<file path="config.mk">
export PLATFORM = sky130hd
export DESIGN_NAME = picobello_mesh_link
export DESIGN_NICKNAME = d
export VERILOG_FILES = /design/src/rtl/picobello_mesh_link.sv
export SDC_FILE = /design/constraint.sdc
export NUM_CORES = 1
export LEC_CHECK = 0
export CAP_MARGIN = 10
export CORE_MARGIN = 10
export CORE_UTILIZATION = 40
export DETAILED_ROUTE_END_ITERATION = 7
export PLACE_DENSITY = 0.67
export SLEW_MARGIN = 20
export SYNTH_ARGS = -nofsm -noshare
export SYNTH_HDL_FRONTEND = slang
export SYNTH_SLANG_ARGS = --single-unit
export TNS_END_PERCENT = 50
</file>
<file path="constraint.sdc">
create_clock -name clk_i -period 11.8 [get_ports clk_i]
set_input_delay 1.77 -clock clk_i [delete_from_list [all_inputs] [get_ports clk_i]]
set_output_delay 1.77 -clock clk_i [all_outputs]
set_load 0.03 [all_outputs]
</file>
<file path="src/rtl/picobello_mesh_link.sv">
// Multi-channel valid/ready mesh link.
// Each channel owns a small in-order FIFO with no fall-through path. A shared
// link state machine gates upstream acceptance: DISABLED swallows (and counts)
// upstream flits, ENABLED buffers them, DRAINING refuses new flits while the
// FIFOs empty towards the downstream. Saturating statistics counters track
// delivered and discarded flits per channel.
module picobello_mesh_link #(
  parameter int unsigned NumChan   = 3,
  parameter int unsigned DataWidth = 64,
  parameter int unsigned Depth     = 2,
  parameter int unsigned CntWidth  = 16
) (
  input  logic                                clk_i,
  input  logic                                rst_ni,
  input  logic                                en_i,
  input  logic                                clr_i,
  input  logic [NumChan-1:0]                  valid_i,
  output logic [NumChan-1:0]                  ready_o,
  input  logic [NumChan-1:0][DataWidth-1:0]   data_i,
  output logic [NumChan-1:0]                  valid_o,
  input  logic [NumChan-1:0]                  ready_i,
  output logic [NumChan-1:0][DataWidth-1:0]   data_o,
  output logic [1:0]                          state_o,
  output logic [NumChan-1:0][CntWidth-1:0]    flit_cnt_o,
  output logic [NumChan-1:0][CntWidth-1:0]    drop_cnt_o,
  output logic                                empty_o
);

  localparam int unsigned PtrW = (Depth > 1) ? $clog2(Depth) : 1;
  localparam int unsigned OccW = $clog2(Depth + 1);

  typedef enum logic [1:0] {
    StDisabled = 2'd0,
    StEnabled  = 2'd1,
    StDraining = 2'd2
  } state_e;

  state_e             state_q;
  logic [NumChan-1:0] fifo_empty;
  logic               all_empty;

  // Counters stick at their maximum instead of wrapping.
  function automatic logic [CntWidth-1:0] sat_inc(input logic [CntWidth-1:0] v);
    return (&v) ? v : v + CntWidth'(1);
  endfunction

  // Circular pointer advance that wraps at the last entry.
  function automatic logic [PtrW-1:0] ptr_next(input logic [PtrW-1:0] p);
    return (p == PtrW'(Depth - 1)) ? '0 : p + PtrW'(1);
  endfunction

  assign all_empty = &fifo_empty;
  assign empty_o   = all_empty;
  assign state_o   = state_q;

  // Link state machine; DRAINING only exits to DISABLED once every FIFO is empty,
  // so a flit accepted in the last ENABLED cycle is always delivered.
  always_ff @(posedge clk_i or negedge rst_ni) begin
    if (!rst_ni) begin
      state_q <= StDisabled;
    end else begin
      unique case (state_q)
        StDisabled: if (en_i) state_q <= StEnabled;
        StEnabled:  if (!en_i) state_q <= StDraining;
        StDraining: begin
          if (en_i)           state_q <= StEnabled;
          else if (all_empty) state_q <= StDisabled;
        end
        default:    state_q <= StDisabled;
      endcase
    end
  end

  for (genvar c = 0; c < NumChan; c++) begin : gen_chan
    logic [DataWidth-1:0] mem_q [Depth];
    logic [PtrW-1:0]      rd_ptr_q;
    logic [PtrW-1:0]      wr_ptr_q;
    logic [OccW-1:0]      occ_q;
    logic [CntWidth-1:0]  flit_cnt_q;
    logic [CntWidth-1:0]  drop_cnt_q;
    logic                 full;
    logic                 push;
    logic                 pop;
    logic                 drop;

    assign full          = (occ_q == OccW'(Depth));
    assign fifo_empty[c] = (occ_q == '0);

    // Ready is a function of registered state and occupancy only.
    assign ready_o[c] = (state_q == StDisabled) | ((state_q == StEnabled) & ~full);
    assign valid_o[c] = ~fifo_empty[c];
    assign data_o[c]  = mem_q[rd_ptr_q];

    assign push = (state_q == StEnabled) & valid_i[c] & ~full;
    assign pop  = valid_o[c] & ready_i[c];
    assign drop = (state_q == StDisabled) & valid_i[c];

    assign flit_cnt_o[c] = flit_cnt_q;
    assign drop_cnt_o[c] = drop_cnt_q;

    // Payload storage carries no reset; occupancy alone decides what is valid.
    always_ff @(posedge clk_i) begin
      if (push) mem_q[wr_ptr_q] <= data_i[c];
    end

    // FIFO pointers and occupancy; reset empties the FIFO without emitting anything.
    always_ff @(posedge clk_i or negedge rst_ni) begin
      if (!rst_ni) begin
        rd_ptr_q <= '0;
        wr_ptr_q <= '0;
        occ_q    <= '0;
      end else begin
        if (push) wr_ptr_q <= ptr_next(wr_ptr_q);
        if (pop)  rd_ptr_q <= ptr_next(rd_ptr_q);
        if (push && !pop)      occ_q <= occ_q + OccW'(1);
        else if (pop && !push) occ_q <= occ_q - OccW'(1);
      end
    end

    // Statistics; a clear takes priority over any same-cycle increment.
    always_ff @(posedge clk_i or negedge rst_ni) begin
      if (!rst_ni) begin
        flit_cnt_q <= '0;
        drop_cnt_q <= '0;
      end else if (clr_i) begin
        flit_cnt_q <= '0;
        drop_cnt_q <= '0;
      end else begin
        if (pop)  flit_cnt_q <= sat_inc(flit_cnt_q);
        if (drop) drop_cnt_q <= sat_inc(drop_cnt_q);
      end
    end
  end

endmodule

</file>
==> Word-level counts from Yosys, hierarchy flattened <==
Memories as Yosys holds them, arrays and structs flattened.
Cells that the tools add are included.
{ "word_totals": {"reg_bits": 110, "ram_bits": 384, "mem_count": 3} }
{ "op_classes": {"n_addsub": 18, "eq_ne": 14, "mux": 41, "bitwise": 24, "reduce_logical": 39} }
{ "memory_table": {"columns": ["name", "words", "width", "rd", "rd_clocked_by_memory_dff", "write_ports", "line_no", "source"], "rows": [
  ["gen_chan[0].mem_q", 2, 64, 1, 0, 1, "75", "logic [DataWidth-1:0] mem_q [Depth];"],
  ["gen_chan[1].mem_q", 2, 64, 1, 0, 1, "75", null],
  ["gen_chan[2].mem_q", 2, 64, 1, 0, 1, "75", null]
]} }
{ "op_table": {"columns": ["op", "n"], "rows": [
  ["two-way mux 16 bit", 18],
  ["adder 16 x 1 -> 16 bit (second input constant)", 6],
  ["AND reduction 16 bit", 6],
  ["two-way mux 2 bit", 10],
  ["nonzero test 2 bit", 9],
  ["inequality test 2 bit (second input constant)", 8],
  ["bitwise AND 1 bit", 15],
  ["two-way mux 1 bit", 12],
  ["AND reduction 2 bit", 6],
  ["equality test 2 bit (second input constant)", 4],
  ["logical NOT 2 bit", 4],
  ["adder 1 bit (second input constant)", 6],
  ["adder 2 x 1 -> 2 bit (second input constant)", 3],
  ["logical AND 1 bit", 6],
  ["logical NOT 1 bit", 6],
  ["NOT 1 bit", 6],
  ["case mux 2 bit (3 select lines)", 1],
  ["AND reduction 3 bit", 2],
  ["subtractor 2 x 1 -> 2 bit (second input constant)", 3],
  ["inequality test 3 bit (second input constant)", 1],
  ["OR 1 bit", 3],
  ["equality test 2 x 1 -> 1 bit (second input constant)", 1]
]} }

==> Depth between registers and ports, before layout <==
Gate-level depths: netlist of run 1.
{ "logic_depth": {"depth_word": 7, "mapped_depth": 9, "ltp_nobuf": 8} }

==> Worst setup path before layout of run 1 <==
Ideal clock, no wire load.
{ "synth_path": {"kind": "input -> register", "startpoint": "input valid_i[0]", "endpoint": "memory gen_chan[0].mem_q[0][0] (enable)", "arrival_time_ns": 4.943, "t_required_ns": 11.306, "path_slack_ns": 6.363, "cell_stages": 3, "path_buffers": 0, "cell_sequence": "nand2_1 > a21oi_1 > nor2b_1"} }
{ "synth_via": {"elab_chain_cells": 4} }
{ "synth_rtl": {"columns": ["item", "line_no", "source"], "rows": [
  ["start: declaration", "17", "input logic [NumChan-1:0] valid_i,"],
  ["bitwise AND 1 bit (2 in series)", "94", "assign push = (state_q == StEnabled) & valid_i[c] & ~full;"],
  ["net gen_chan[0].push", "82", "logic push;"],
  ["two-way mux 1 bit", "103", "if (push) mem_q[wr_ptr_q] <= data_i[c];"],
  ["two-way mux 1 bit (implied by the code)", "103", null],
  ["end: declaration", "75", null]
]} }
The timed path passes the listed nets, and every way through them passes these cells.

==> metrics.md, run 1 <==
| Metric | Value |
|---|---|
| Clock share of power | `0.288` |
| I/O pins | `499` |
| Cell Count, Final, Fillers Out | `2447` |
| Ys flop type | `edfxtp_1` |
| CTS Buf Count | `52` |
| Synth Cell Area | `19600 um2` |
| H-tree levels | `2` |
| Gr usage total | `0.181` |
| Layout Area Growth over Synthesis | `37.8%` |
| Top cells by count, synth | `384 x edfxtp_1, 192 x mux2_2, 110 x dfrtp_1, 99 x nor2_1, 51 x xnor2_1` |
| Setup TNS | `0 ps` |
| Cells after Synth | `1217` |
| Psw | `1.76 mW` |
| Syn Nets | `1428` |
| Hold Buf Count CTS | `0` |
| Setup Crit Path Kind | `reg -> out` |
| Met3 Resource Use GR | `0.0551` |
| DRC viols | `0` |
| Full die area | `58400 um2` |
| DP Cell Count | `2344` |
| Leading area contributor after synthesis | `edfxtp_1` |
| Met2 Use GR | `0.313` |
| Period utilization | `0.387` |
| First-pass iteration count of the detailed router | `5` |
| Routed vias | `12200` |
| Switching Fraction | `0.321` |
| Clock buffer depth | `3` |
| Final Worst Setup Slack | `7230 ps` |
| Status | `finished clean` |
| Peak supply drop | `0.000144 V` |
| CP cell instances | `buf_4 > mux2_2 > clkdlybuf4s50_1` |
| Worst skew pair latency | `610 ps` |
| Leak | `9.38 nW` |
| Sequential Power Share | `0.389` |
| Crit path DAT | `2800 ps` |
| WL/cell | `22.4 um` |
| Die H | `242 um` |
| CTS sink count | `494` |
| First-pass GRT wire length | `81300 um` |
| Setup Skew | `35.2 ps` |
| Post-synth EDFFs | `384` |
| Busiest grt layer | `met2` |
| Count leader, synth | `edfxtp_1` |
| RSZ-0062 raised after global routing | `false` |
| CP Capture Type | `output pin` |
| Post-route ant nets | `0` |
| Critical Path RT | `10030 ps` |
| Clock slew at reported path FFs | `60 ps` |
| Max-slew headroom | `0.381` |
| Final Critical Period | `4570 ps` |
| CTS tree | `done` |
| # rows | `81` |
| Hold Vio Cnt, Final | `0` |
| CP max stage delay | `650 ps` |
| Fmax | `219 MHz` |
| Vias in the first global route | `12600` |
| Part of the Yosys area used for sequential elements | `0.727` |
| Ys Warns | `0` |
| Drt via density | `4.97` |
| Crit path max-delay family | `buffers and inverters` |
| Startpoint Class | `register` |
| Final net count | `1945` |
| Pwr dens | `203 nW/um2` |
| Initial Util | `0.403` |
| CP Buf/Inv Count | `2` |
| CP max stage cell | `buf_4` |
| HPWL after DPL | `39200 um` |
| P_int | `3.72 mW` |
| Layout cell share with drive strength beyond 1 | `0.166` |
| Port bufs | `498` |
| MaxCap Viol Count | `0` |
| Iteration-0 DRC Markers | `788` |
| Largest net degree at the start of global routing | `100` |
| Async S/R FF share, synth | `0.223` |
| GPL Wtd Cong | `0.843` |
| Post-CTS Resized | `0` |
| Core Box Area | `48700 um2` |
| Synth top area share | `0.587` |
| Postcts setup bufs | `0` |
| Flops & latches, synth | `494` |
| CP startpoint | `gen_chan[0].rd_ptr_q` |
| Setup Viol. Count Final | `0` |
| Netlist cell types | `56` |
| Worst r2r src | `state_o[0]` |
| Worst min path class | `reg -> reg` |
| Post-Route WL | `54800 um` |
| GR Util met1 | `0.212` |
| Final Max Tran Viols | `0` |
| Clk root buf | `clkbuf_16` |
| Antenna violations before repair | `7` |
| Worst slack at placement | `7740 ps` |
| Hold wc startpoint | `gen_chan[1].rd_ptr_q` |
| Combinational share of power | `0.323` |
| Tightest Pin Transition | `928 ps` |
| Max Fanout on Critical Path | `59` |
| Ranking of synthesized cells by area | `edfxtp_1 59%, dfrtp_1 14%, mux2_2 11%` |
| Die W | `242 um` |
| Total gr overflow | `0` |
| Syn_area_per_cell | `16.1 um2` |
placed cells by master (no fill, tap or decap), drive strengths merged, types with 6 or more instances in the layout:
master,n
and3,9
nor3b,9
clkbuf,72
buf,13
and2,8
xor2,31
nor4,15
mux2,192
inv,20
ha,9
clkdlybuf4s50,496
nand3,31
a31oi,10
nand4,23
a311oi,6
xnor2,51
mux2i,6
nand2,36
clkinv,20
nor2b,6
o21ai,12
a211oi,8
and4,9
nor2,99
a21oi,25
nor3,18
dfrtp,110
edfxtp,384
routing by layer:
metal	vias to the layer above	wire length, um	share of wire
met4	4	1390	0.025
met1	6064	21400	0.39
met3	77	3840	0.070
met5	-	34	0.00062
li1	5664	-	-
met2	351	28200	0.51
worst reg2reg max path: cells and delay by family (launching register included):
| family | cells | cell delay, ps |
|---|---|---|
| and+or+nand+nor | 3 | 840 |
| buffers and inverters | 1 | 670 |
| AOI/OAI and AO/OA | 1 | 370 |
| DFF | 1 | 630 |
power by group through the flow:
stage | Combinational, mW | Sequential (mW) | Clock (mW)
finish | 1.77 | 2.13 | 1.58
floorplan | 1.06 | 2.15 | 0
global route | 1.85 | 2.15 | 1.69
global placement | 1.79 | 2.16 | 0
detailed placement | 1.79 | 2.17 | 0
CTS | 1.80 | 2.13 | 1.62
flip-flops by register name, indices dropped and copies added (netlist names):
| name | flops |
|---|---|
| gen_chan.drop_cnt_q | 48 |
| state_o | 2 |
| gen_chan.mem_q | 384 |
| gen_chan.rd_ptr_q | 3 |
| gen_chan.wr_ptr_q | 3 |
| gen_chan.occ_q | 6 |
| gen_chan.flit_cnt_q | 48 |
cell type report:
type	instances	area, um2
fill	3965	21700
clock buffer	72	1410
antenna	5	12.5
clock inverter	26	249
tap	664	831
inverter	19	71.3
timing repair buffer	509	5070
multi-input combinational	658	5130
sequential	494	14300
logic make-up after synthesis:
| group | synth area share |
|---|---|
| AND/OR/NAND/NOR | 0.0772 |
| AO/OA/AOI/OAI | 0.0271 |
| buffers and inverters | 0.0129 |
| adder cells (fa/ha/maj) | 0.00573 |
| multiplexers | 0.113 |
| flip-flops | 0.727 |
| XOR/XNOR | 0.0366 |
final timing paths:
| kind | to | slack (ps) | cells after the start |
|---|---|---|---|
| max in group asynchronous | gen_chan[0].rd_ptr_q | 9280 | 2 |
| min in group asynchronous | gen_chan[2].flit_cnt_q[13] | 1180 | 1 |
| worst min register to register | gen_chan[1].rd_ptr_q | 470 | 1 |
| worst min-delay path | gen_chan[1].rd_ptr_q | 470 | 1 |
| worst max-delay path | data_o[57] | 7230 | 3 |
| worst max register to register | gen_chan[0].mem_q[0][33] | 8850 | 5 |
metrics by stage:
step                instance area, um2  total power [mW]  hold slack (ps)  utilization
finish                           27000              5.48              469        0.555
detailed placement               25400              3.95              460        0.521
floorplan                        19600              3.21              455            -
global route                     27000              5.69              475        0.555
global placement                 25400              3.94              456        0.521
CTS                              27000              5.55              468        0.555
Power figures use the tool's default switching activity.
==> run 2: changes to the inputs <==
--- a/config.mk
+++ b/config.mk
@@ -9,7 +9,7 @@
 export CORE_MARGIN = 10
 export CORE_UTILIZATION = 40
 export DETAILED_ROUTE_END_ITERATION = 7
-export PLACE_DENSITY = 0.67
+export PLACE_DENSITY = 0.7
 export SLEW_MARGIN = 20
 export SYNTH_ARGS = -nofsm -noshare
 export SYNTH_HDL_FRONTEND = slang
==> constraint.sdc (replaced) <==
create_clock -name clk_i -period 4.2 [get_ports clk_i]
set_input_delay 0.63 -clock clk_i [delete_from_list [all_inputs] [get_ports clk_i]]
set_output_delay 0.63 -clock clk_i [all_outputs]
set_load 0.03 [all_outputs]
==> run 2 against run 1 <==
  * Register-to-register slack worse by 7200 ps
  * Wire length fell by 0.57%
  * Worst hold slack worse by 320 ps
  * Cell count rose by 0.12%
  * Sequential power rose to 2.8 times the previous value
  * Critical path type unchanged
==> metrics.md, run 2 (synthesis results as in run 1) <==
| Metric | Value |
|---|---|
| Status | `finished clean` |
| Layout Area Growth over Synthesis | `38.2%` |
| Clock buffer depth | `3 (unchanged)` |
| Hold Buf Count CTS | `0 (unchanged)` |
| DRC viols | `0 (unchanged)` |
| Post-route ant nets | `0 (unchanged)` |
| Setup Viol. Count Final | `0 (unchanged)` |
| Worst skew pair latency | `590 ps (-20 ps)` |
| Routed vias | `12200 (+0.58%)` |
| Worst slack at placement | `1430 ps (-6310 ps)` |
| Biggest regs | `gen_chan.mem_q (384), gen_chan.drop_cnt_q (48), gen_chan.flit_cnt_q (48)` |
| Iteration-0 DRC Markers | `698 (-11%)` |
| First-pass iteration count of the detailed router | `5 (unchanged)` |
| P_int | `10.5 mW (+180%)` |
| Layout cell share with drive strength beyond 1 | `0.170 (+0.00309)` |
| Gr usage total | `0.180 (-0.00162)` |
| Final Worst Setup Slack | `823 ps (-6410 ps)` |
| WL/cell | `22.2 um (-0.69%)` |
| Critical Path RT | `3570 ps (-6460 ps)` |
| Clock slew at reported path FFs | `60 ps (about the same)` |
| Full die area | `58400 um2 (unchanged)` |
| Leak | `9.43 nW (+0.48%)` |
| Port bufs | `498 (unchanged)` |
| Final Max Tran Viols | `0 (unchanged)` |
| CP Capture Type | `output pin` |
| Postcts setup bufs | `0 (unchanged)` |
| Final net count | `1948 (+0.15%)` |
| DP Cell Count | `2347 (+0.13%)` |
| Setup Skew | `18.5 ps (-16.7 ps)` |
| I/O pins | `499 (unchanged)` |
| Max Fanout on Critical Path | `38 (-36%)` |
| CTS Buf Count | `52 (unchanged)` |
| Peak supply drop | `0.000316 V (+120%)` |
| Vias in the first global route | `12600 (-0.14%)` |
| Clk root buf | `clkbuf_16` |
| CTS tree | `done` |
| Most common cell after layout, fill and taps aside | `clkdlybuf4s50_1` |
| Clock share of power | `0.286 (-0.002)` |
| RSZ-0062 raised after global routing | `false` |
| HPWL after DPL | `39500 um (+0.71%)` |
| Fin util | `0.557 (+0.00182)` |
| Final Critical Period | `3380 ps` |
| Total gr overflow | `0 (unchanged)` |
| Tightest Pin Transition | `1100 ps (+172 ps)` |
| Switching Fraction | `0.320 (-0.00101)` |
| Largest Register | `gen_chan.mem_q` |
| Die H | `242 um (unchanged)` |
| Antenna violations before repair | `7 (unchanged)` |
| Pwr dens | `567 nW/um2 (+180%)` |
| Startpoint Class | `register` |
| Post-Route WL | `54500 um (-0.57%)` |
| Cell Count, Final, Fillers Out | `2450 (+0.12%)` |
| Drt via density | `4.99 (+0.45%)` |
| Hold WS | `146 ps (-323 ps)` |
| Psw | `4.92 mW (+180%)` |
| MaxCap Viol Count | `0 (unchanged)` |
| Fmax | `296 MHz` |
| Setup Crit Path Kind | `reg -> out` |
| Crit path DAT | `2750 ps (-50 ps)` |
| # rows | `81 (unchanged)` |
| Post-CTS Resized | `0 (unchanged)` |
| Sequential Power Share | `0.394 (+0.005)` |
| Max-slew headroom | `0.267 (-0.115)` |
| Pwr Total | `15.4 mW (+180%)` |
| H-tree levels | `2 (unchanged)` |
| Period utilization | `0.804` |
| Initial Util | `0.403 (unchanged)` |
| Largest net degree at the start of global routing | `100 (unchanged)` |
| GPL Wtd Cong | `0.859 (+1.9%)` |
| Hold Vio Cnt, Final | `0 (unchanged)` |
| CTS sink count | `494 (unchanged)` |
| Worst min path class | `in -> async` |
| Most frequent cells in the layout | `496 x clkdlybuf4s50_1, 384 x edfxtp_1, 192 x mux2_2` |
| First-pass GRT wire length | `80800 um (-0.57%)` |
| Combinational share of power | `0.320 (-0.003)` |
| Max reg flops | `384 (unchanged)` |
| Die W | `242 um (unchanged)` |
| Core Box Area | `48700 um2 (unchanged)` |
[run 2: per-layer routing]
layer | GRT usage | routed length [um] | up-vias | share of wire
met5 | 0 | 43 | - | 0.00079
met4 | 0.0637 | 1540 | 6 | 0.028
met3 | 0.0571 | 4230 | 94 | 0.078
li1 | - | - | 5675 | -
met1 | 0.197 | 19900 | 6101 | 0.36
met2 | 0.322 | 28800 | 354 | 0.53
[run 2: worst max-delay path, cell delays in order (launching register included)]
cell,delay [ps]
dfrtp_2,820
buf_12,310
mux2_2,370
clkdlybuf4s50_1,620
[run 2: worst paths after layout]
kind / startpoint / endpoint / slack (ps) / depth (start not counted)
worst min register to register: gen_chan[0].wr_ptr_q / gen_chan[0].wr_ptr_q / 540 / 1
worst max register to register: state_o[0] / gen_chan[2].mem_q[0][9] / 1620 / 4
worst min-delay path: rst_ni / gen_chan[0].flit_cnt_q[15] / 150 / 1
worst max-delay path: gen_chan[2].rd_ptr_q / data_o[181] / 820 / 3
max in group asynchronous: rst_ni / gen_chan[1].rd_ptr_q / 3140 / 2
min in group clk_i: gen_chan[0].wr_ptr_q / gen_chan[0].wr_ptr_q / 540 / 1
[run 2: area by class of cell]
type | count | area (um2)
clock buffers | 63 | 1360
repair buffers | 512 | 5170
well taps | 664 | 831
inverters | 19 | 71.3
clock inverters | 35 | 273
diodes | 5 | 12.5
fillers | 3877 | 21600
flip-flops and latches | 494 | 14300
multi-input cells | 658 | 5130
[run 2: metrics by stage]
step	area (um2)	setup TNS, ps
final	27100	0
after global routing	27100	0
after CTS	27100	0
after detailed placement	25500	0
after global placement	25500	0
after floorplan	19600	-7850
[run 2: power groups by stage]
stage | Clock [mW] | Combinational (mW) | Sequential [mW]
floorplan | 0 | 2.98 | 6.05
global placement | 0 | 4.95 | 6.15
detailed placement | 0 | 4.98 | 6.17
CTS | 4.51 | 5.00 | 6.07
global route | 4.72 | 5.16 | 6.11
finish | 4.40 | 4.93 | 6.06
==> run 3: changes to the inputs <==
==> constraint.sdc (replaced) <==
create_clock -name clk_i -period 3 [get_ports clk_i]
set_input_delay 0.45 -clock clk_i [delete_from_list [all_inputs] [get_ports clk_i]]
set_output_delay 0.45 -clock clk_i [all_outputs]
set_load 0.03 [all_outputs]
==> run 3 against run 2 <==
  * Non-clock buffer count increased by 18
  * Core utilization increased by 0.41 points
  * Clock-buffer cell count increased by 7
  * Sequential cell count unchanged
  * Clock power increased by 37%
  * First-iteration DRC count increased by 5.3%
  * Sequential power increased by 39%
  * Via count increased by 0.91%
  * Worst hold slack improved by 240 ps
  * Global-route usage increased by 0.27 points
  * Combinational power increased by 45%
  * Largest cell class unchanged
==> metrics.md, run 3 (synthesis results as in run 1) <==
| Metric | Value |
|---|---|
| Die H | `242 um (unchanged)` |
| Fin util | `0.561 (+0.00413)` |
| CTS tree | `done` |
| Vias in the first global route | `12700 (+0.81%)` |
| CP max stage cell | `clkdlybuf4s50_1` |
| Setup Viol. Count Final | `0 (unchanged)` |
| Met1 Wirelength | `21300 um (+7.0%)` |
| WL/cell | `22.3 um (+0.24%)` |
| Clk root buf | `clkbuf_16` |
| Layout cell share with drive strength beyond 1 | `0.175 (+0.00582)` |
| Crit path DAT | `2440 ps (-310 ps)` |
| Metal2 WL | `28700 um (-0.27%)` |
| Hold Vio Cnt, Final | `0 (unchanged)` |
| Routed wl met3 | `4170 um (-1.5%)` |
| Cell Area, Placed | `25700 um2 (+0.94%)` |
| R2R setup slack | `760 ps (-860 ps)` |
| Peak supply drop | `0.000511 V (+62%)` |
| Routed vias | `12300 (+0.91%)` |
| Largest Register | `gen_chan.mem_q` |
| Final net count | `1966 (+0.92%)` |
| Startpoint Class | `register` |
| Die W | `242 um (unchanged)` |
| Iteration-0 DRC Markers | `735 (+5.3%)` |
| Fmax | `346 MHz` |
| Period utilization | `0.962` |
| Top Metal Used | `met4` |
| Antenna violations before repair | `2 (-5)` |
| HPWL after DPL | `40000 um (+1.3%)` |
| MaxCap Viol Count | `0 (unchanged)` |
| Final Max Tran Viols | `0 (unchanged)` |
| Worst r2r src | `state_o[1]` |
| CP startpoint | `gen_chan[1].rd_ptr_q` |
| Initial Util | `0.403 (unchanged)` |
| Pwr Total | `21.6 mW (+40%)` |
| Port bufs | `498 (unchanged)` |
| CTS Buf Count | `52 (unchanged)` |
| Most common cell after layout, fill and taps aside | `clkdlybuf4s50_1` |
| Full die area | `58400 um2 (unchanged)` |
| Hold WS | `389 ps (+244 ps)` |
| Pwr dens | `790 nW/um2 (+39%)` |
| Setup Skew | `19.3 ps (+0.734 ps)` |
| Clock slew at reported path FFs | `60 ps (about the same)` |
| CP max stage delay | `630 ps (-190 ps)` |
| Post-Route WL | `54900 um (+0.77%)` |
| Most frequent cells in the layout | `494 x clkdlybuf4s50_1, 384 x edfxtp_1, 192 x mux2_2` |
| Post-route ant nets | `0 (unchanged)` |
| Worst R2R Path Depth | `6 (+2)` |
| Setup TNS | `0 ps (unchanged)` |
| Postcts setup bufs | `0 (unchanged)` |
| Clock buffer depth | `3 (unchanged)` |
| Layout Area Growth over Synthesis | `39.2%` |
| Crit path capture | `data_o[99]` |
| Drt via density | `5.01 (+0.38%)` |
| CP Capture Type | `output pin` |
| # rows | `81 (unchanged)` |
| Largest net degree at the start of global routing | `100 (unchanged)` |
| DRC viols | `0 (unchanged)` |
| Worst skew pair latency | `590 ps (about the same)` |
| Critical Path RT | `2550 ps (-1020 ps)` |
| Total gr overflow | `0 (unchanged)` |
| Max Fanout on Critical Path | `40 (+5.3%)` |
| I/O pins | `499 (unchanged)` |
| RSZ-0062 raised after global routing | `false` |
| Setup Crit Path Kind | `reg -> out` |
| GPL Wtd Cong | `0.837 (-2.6%)` |
| CP cell instances | `buf_12 > mux2_2 > clkdlybuf4s50_1` |
| Leak | `9.54 nW (+1.2%)` |
| H-tree levels | `2 (unchanged)` |
| Max reg flops | `384 (unchanged)` |
| Final Critical Period | `2890 ps` |
| Final instance area | `27300 um2 (+0.74%)` |
| Gr usage total | `0.183 (+0.00274)` |
| Tightest Pin Transition | `1060 ps (-41.6 ps)` |
| CTS sink count | `494 (unchanged)` |
| Worst R2R End | `gen_chan[0].mem_q[1][16]` |
| Max-slew headroom | `0.294 (+0.0277)` |
| Status | `finished clean` |
| Biggest regs | `gen_chan.mem_q (384), gen_chan.drop_cnt_q (48), gen_chan.flit_cnt_q (48)` |
| Core Box Area | `48700 um2 (unchanged)` |
| First-pass iteration count of the detailed router | `5 (unchanged)` |
| First-pass GRT wire length | `82600 um (+2.2%)` |
| Worst min path class | `in -> async` |
[run 3: cell count changes in the layout (fill, tap and decap cells not counted), sizes merged, moves of 2 or more]
cell / before / now
buf: 16 / 33
clkinv: 27 / 19
clkbuf: 63 / 70
clkdlybuf4s50: 496 / 494
diode: 5 / 3
dlymetal6s2s: 0 / 2
[run 3: critical path, delay by kind of cell (launching register included)]
kind,cells,cell delay (ps)
buffers and inverters,2,890
DFF,1,540
muxes,1,370
[run 3: routing by layer]
layer  up-vias  track usage
met3        42       0.0553
met1      6223        0.213
met2       368        0.326
met4         0       0.0372
li1       5708            -
met5         -            0
[run 3: metrics by stage]
step,setup slack [ps],cells
final,113,2463
after global routing,2.42,2461
after CTS,5.35,2460
after detailed placement,432,2364
after global placement,441,2364
after floorplan,-287,1217
[run 3: worst min-delay path by stage]
stage          startpoint                          to  cells after the start
2_1_floorplan      rst_ni   gen_chan[0].drop_cnt_q[0]                      0
3_3_place_gp       rst_ni   gen_chan[0].flit_cnt_q[9]                      1
3_5_place_dp       rst_ni   gen_chan[0].flit_cnt_q[9]                      1
4_1_cts            rst_ni  gen_chan[0].flit_cnt_q[13]                      2
5_1_grt        data_i[25]    gen_chan[0].mem_q[0][25]                      1
6_report           rst_ni  gen_chan[0].flit_cnt_q[13]                      2
[run 3: what timing repair did]
item | CTS | global route
setup endpoints to repair | 17 | 29
resized for setup | 1 | 3
cloned | 0 | 0
endpoints found under the hold margin | 37 | 0
hold buffers | 1 | 0
[run 3: final cells by class]
cell class,count,area (um2)
diodes,3,7.51
well taps,664,831
fillers,3862,21400
flip-flops and latches,494,14300
multi-input cells,658,5130
clock buffers,70,1380
inverters,19,71.3
repair buffers,530,5430
clock inverters,25,205
[run 3: report_power, final]
group / switching (mW) / total [mW] / internal, mW
Sequential: 0.341 / 8.43 / 8.09
Combinational: 3.97 / 7.13 / 3.17
Clock: 2.62 / 6.03 / 3.41
